==> src/rtl/load_store_unit.sv <==
// Load/store unit with an in-order store queue, store-to-load forwarding and
// opportunistic draining of the oldest store to data memory.
module load_store_unit #(
  parameter int SQ_DEPTH = 4
) (
  input  logic        clk,
  input  logic        rst,
  input  logic        req_valid,
  output logic        req_ready,
  input  logic        req_we,
  input  logic [9:0]  req_adr,
  input  logic [63:0] req_wdata,
  output logic        rsp_valid,
  output logic [63:0] rsp_data,
  output logic        mem_rd,
  output logic        mem_wr,
  output logic [9:0]  mem_read_adr,
  output logic [9:0]  mem_write_adr,
  output logic [63:0] mem_data_in,
  input  logic [63:0] mem_data_out,
  output logic        sq_empty
);
  localparam int PW = (SQ_DEPTH > 1) ? $clog2(SQ_DEPTH) : 1;
  localparam int CW = PW + 1;

  logic [9:0]    adr_q  [SQ_DEPTH];
  logic [63:0]   data_q [SQ_DEPTH];
  logic [PW-1:0] head_q, head_d, tail_q, tail_d, idx;
  logic [CW-1:0] count_q, count_d;
  logic          rsp_valid_q, hit_q;
  logic [63:0]   fwd_q, fwd_data;
  logic          acc, ld_acc, st_acc, drain, fwd_hit;

  assign req_ready = !rst && (count_q < CW'(SQ_DEPTH));
  assign acc       = req_valid && req_ready;
  assign ld_acc    = acc && !req_we;
  assign st_acc    = acc && req_we;
  // Any accepted request owns the memory this cycle; the head drains only when idle.
  assign drain     = !rst && (count_q != '0) && !acc;

  // Walk oldest to youngest so the youngest matching store wins.
  always_comb begin
    fwd_hit  = 1'b0;
    fwd_data = '0;
    idx      = '0;
    for (int i = 0; i < SQ_DEPTH; i++) begin
      idx = head_q + PW'(i);
      if ((CW'(i) < count_q) && (adr_q[idx] == req_adr)) begin
        fwd_hit  = 1'b1;
        fwd_data = data_q[idx];
      end
    end
  end

  assign mem_rd        = ld_acc && !fwd_hit;
  assign mem_read_adr  = req_adr;
  assign mem_wr        = drain;
  assign mem_write_adr = adr_q[head_q];
  assign mem_data_in   = data_q[head_q];

  always_comb begin
    count_d = count_q;
    if (st_acc && !drain)      count_d = count_q + 1'b1;
    else if (drain && !st_acc) count_d = count_q - 1'b1;
    head_d = drain  ? head_q + 1'b1 : head_q;
    tail_d = st_acc ? tail_q + 1'b1 : tail_q;
  end

  always_ff @(posedge clk or posedge rst) begin
    if (rst) begin
      count_q     <= '0;
      head_q      <= '0;
      tail_q      <= '0;
      rsp_valid_q <= 1'b0;
      hit_q       <= 1'b0;
    end else begin
      count_q     <= count_d;
      head_q      <= head_d;
      tail_q      <= tail_d;
      rsp_valid_q <= ld_acc;
      hit_q       <= ld_acc && fwd_hit;
    end
  end

  // Queue payload and forwarded data need no reset; validity lives in count/flags.
  always_ff @(posedge clk) begin
    if (st_acc) begin
      adr_q[tail_q]  <= req_adr;
      data_q[tail_q] <= req_wdata;
    end
    if (ld_acc && fwd_hit) fwd_q <= fwd_data;
  end

  assign rsp_valid = rsp_valid_q;
  assign rsp_data  = hit_q ? fwd_q : mem_data_out;
  assign sq_empty  = (count_q == '0);
endmodule
==> config.mk <==
export PLATFORM = sky130hd
export DESIGN_NAME = load_store_unit
export DESIGN_NICKNAME = d
export VERILOG_FILES = /design/src/rtl/load_store_unit.sv
export SDC_FILE = /design/constraint.sdc
export NUM_CORES = 1
export LEC_CHECK = 0
export ABC_AREA = 1
export CAP_MARGIN = 5
export CORE_MARGIN = 1
export CORE_UTILIZATION = 55
export DETAILED_ROUTE_END_ITERATION = 7
export GPL_TIMING_DRIVEN = 0
export PLACE_DENSITY = 0.79
export SLEW_MARGIN = 20
export SYNTH_ARGS = -nofsm -noshare
export SYNTH_HDL_FRONTEND = slang
export SYNTH_SLANG_ARGS = --single-unit
export TNS_END_PERCENT = 1
==> constraint.sdc <==
create_clock -name clk -period 11.2 [get_ports clk]
set_input_delay 2.8 -clock clk [delete_from_list [all_inputs] [get_ports clk]]
set_output_delay 2.8 -clock clk [all_outputs]
set_load 0.01 [all_outputs]
==> results.yml <==
power_and_ir_drop:
  internal-power_w: 0.003560
  p_comb_frac: 0.555
  switching_power_w: 0.003196
  p_seq_frac: 0.238
  pwr-share-clk: 0.207
  leakagePower_nw: 12.71
  p_per_area_nw_per_um2: 234.4
  finalPower_w: 0.006756
  sw_frac_of_total: 0.4731
  irDropWorstVdd_uv: 178.4
final_layout:
  drive_above_1_share: 0.07695
  mostFrequentLayoutCells: "1,272 x nand2_1, 380 x o21ai_0, 372 x inv_1, 360 x edfxtp_1, 294 x clkdlybuf4s50_1"
  area_growth_syn_to_layout_pct: 23.46
  ff_latch_area_sq_um: 11040
  nets: 3589
  mostFrequentLayoutCell: "nand2_1"
  multi_input_area_sq_um: 9892
  fillers: 3374
global_route:
  antenna_found_initial: 4
  grt_start_max_net_pins: 25
  grt_pass1_wl_microns: 127700
  overflow: 0
  grt_pass1_vias: 22720
  grt_usage: 0.3854
sta:
  setup_slack_ns: 2.616
  fmax_mhz: 116.5
  slew_headroom: 0.2499
  rsz0062_at_grt: "no"
  maxSlewViolCount: 0
  period_needed_ns: 8.584
  hold_viol: 0
  period_share: 0.7664
  setup_tns_ns: 0
  worstMarginPinSlew_ns: 1.125
  skew_ns: 0.01289
  setup_viol: 0
logic_synthesis:
  synthCells: 3083
  yosysWarnings: 0
  synth_area_per_cell_sq_um: 7.573
  syn_area_sq_um: 23350
  synth_flop_cell: "edfxtp_1"
  synth.distinct_cells: 29
  syn_nets: 3233
  async_reset_ff_frac: 0.02439
  ys_ff_latch: 369
  synth_edf_count: 360
  synth-seq-area-share: 0.4727
floorplan:
  design.core.area_sq_um: 41950
  rows: 75
  die_w_microns: 208.0
  io_pins: 295
  initial_utilization: 0.5566
  die_y_microns: 208.0
  die-area_sq_um: 43280
clocking:
  cts_hold_buffers: 0
  cts_num_sinks: 369
  cts_setup_buffers: 0
  clkTransAtPathRegs_ns: 0.06
  cts_buffers: 41
  cts.htree.levels: 2
  cts_resized: 0
  clk_latency_ns: 0.59
  max-clock-path-buffers: 3
  cts_tree: "done"
  cts-root-buf: "clkbuf_16"
route:
  drtAntennaViolNets: 0
  routed_wl_microns: 84730
  drt_first_pass_iters: 8
  via_per_inst: 5.861
  routedWlPerCell_microns: 21.11
  drt-initial-drc-count: 3244
  post-route-drc-count: 0
  num_vias: 23520
run:
  drv_cap: 0
place:
  dp_hpwl_microns: 58830
  post-place-ws_ns: 2.741
  gp_congestion: 0.9431
  numPortBuffers: 294
critical_path:
  end_kind: "output pin"
  cp-start-kind: "input pin"
  crit_arrival_ns: 5.78
  critPathRequiredTime_ns: 8.40
  worstSetupPathType: "in -> out"
  cp_max_fo: 10
hold_path:
  hold_path.class: "reg -> reg"
outcome:
  outcome: "complete, no violations"
-- cells by family (layout without fill, tap and decap cells) --
group,Yosys count,count (layout),share of synthesized area
flip-flops,369,369,0.4727
multiplexers,64,64,0.03087
adder cells (fa/ha/maj),8,8,0.004287
other,0,4,0
AO/OA/AOI/OAI,472,472,0.1085
AND/OR/NAND/NOR,1572,1572,0.2747
XOR/XNOR,10,10,0.003751
buffers and inverters,588,975,0.1053
-- power by group through the flow --
stage	logic [W]	clock network, W	registers, W
after floorplan	0.00207	0	0.00163
after CTS	0.00362	0.00140	0.00160
after global routing	0.00401	0.00145	0.00161
after global placement	0.00350	0	0.00164
final	0.00375	0.00140	0.00161
after detailed placement	0.00360	0	0.00163
-- routing by layer --
| metal | up-vias | routed length [microns] | global-route usage |
|---|---|---|---|
| li1 | 10640 | - | - |
| met1 | 10890 | 31640 | 0.4947 |
| met2 | 1689 | 38810 | 0.6177 |
| met3 | 305 | 10480 | 0.08800 |
| met4 | 4 | 3770 | 0.1854 |
| met5 | - | 27 | 0 |
-- sequential cells by signal, summed over array words and instances (netlist names) --
| signal | flops |
|---|---|
| data_q | 256 |
| rsp_valid | 1 |
| count_q | 3 |
| fwd_q | 64 |
| head_q | 2 |
| adr_q | 40 |
| hit_q | 1 |
| tail_q | 2 |
-- final timing paths --
check / from / end / slack (ns) / cells after the start
worst max-delay path: req_adr[7] / mem_rd / 2.62 / 11
worst min-delay path: count_q[0]$_DFFE_PP0P_ / count_q[0]$_DFFE_PP0P_ / 0.56 / 1
worst max register to register: head_q[0]$_DFFE_PP0P_ / fwd_q[33]$_DFFE_PP_ / 7.53 / 18
worst min register to register: count_q[0]$_DFFE_PP0P_ / count_q[0]$_DFFE_PP0P_ / 0.56 / 1
max in group asynchronous: rst / count_q[0]$_DFFE_PP0P_ / 8.34 / 2
min in group asynchronous: rst / tail_q[1]$_DFFE_PP0P_ / 2.57 / 2
-- worst max-delay path, stage by stage --
cell	delay, ns
clkdlybuf4s50_1	0.67
inv_1	0.16
o21ai_0	0.19
inv_1	0.05
nand2_1	0.08
nor2_1	0.04
nand3_1	0.15
clkbuf_1	0.56
nand2_1	0.20
nor3_1	0.27
clkdlybuf4s50_1	0.59
-- layout make-up --
cell class                      instances  share of cell area
Sequential cell                       369              0.3828
Multi-Input combinational cell       2126              0.3432
Timing Repair Buffer                  313              0.1177
Inverter                              376             0.04914
Clock buffer                           52             0.03850
Buffer                                212             0.03611
Tap cell                              539             0.02340
Clock inverter                         22            0.008768
Antenna cell                            4           0.0003473
-- through the flow --
step / hold slack [ns] / utilization / instances / cell area [sq um]
floorplan: 0.4774 / - / 3083 / 23350
global placement: 0.5092 / 0.6428 / 3916 / 26960
detailed placement: 0.5355 / 0.6545 / 3935 / 27450
CTS: 0.5479 / 0.6870 / 4009 / 28820
global route: 0.5828 / 0.6871 / 4011 / 28820
finish: 0.5640 / 0.6872 / 4013 / 28830
-- cells in the mapped netlist (all sizes together) (2+ instances only) --
cell type     n  area (sq um)
a21o         64         480.5
a21oi         3         15.01
buf         131         736.9
clkbuf       81         304.0
dfrtp         9         225.2
edfxtp      360         10810
ha            8         100.1
inv         376          1416
mux2         64         720.7
nand2      1274          4787
nand3       200          1001
nand3b       64         480.5
nor2         27         101.4
nor3          4         25.02
o21ai       402          2012
or2           2         12.51
xor2         10         87.58
No activity file was read; power rests on OpenSTA's default activity.
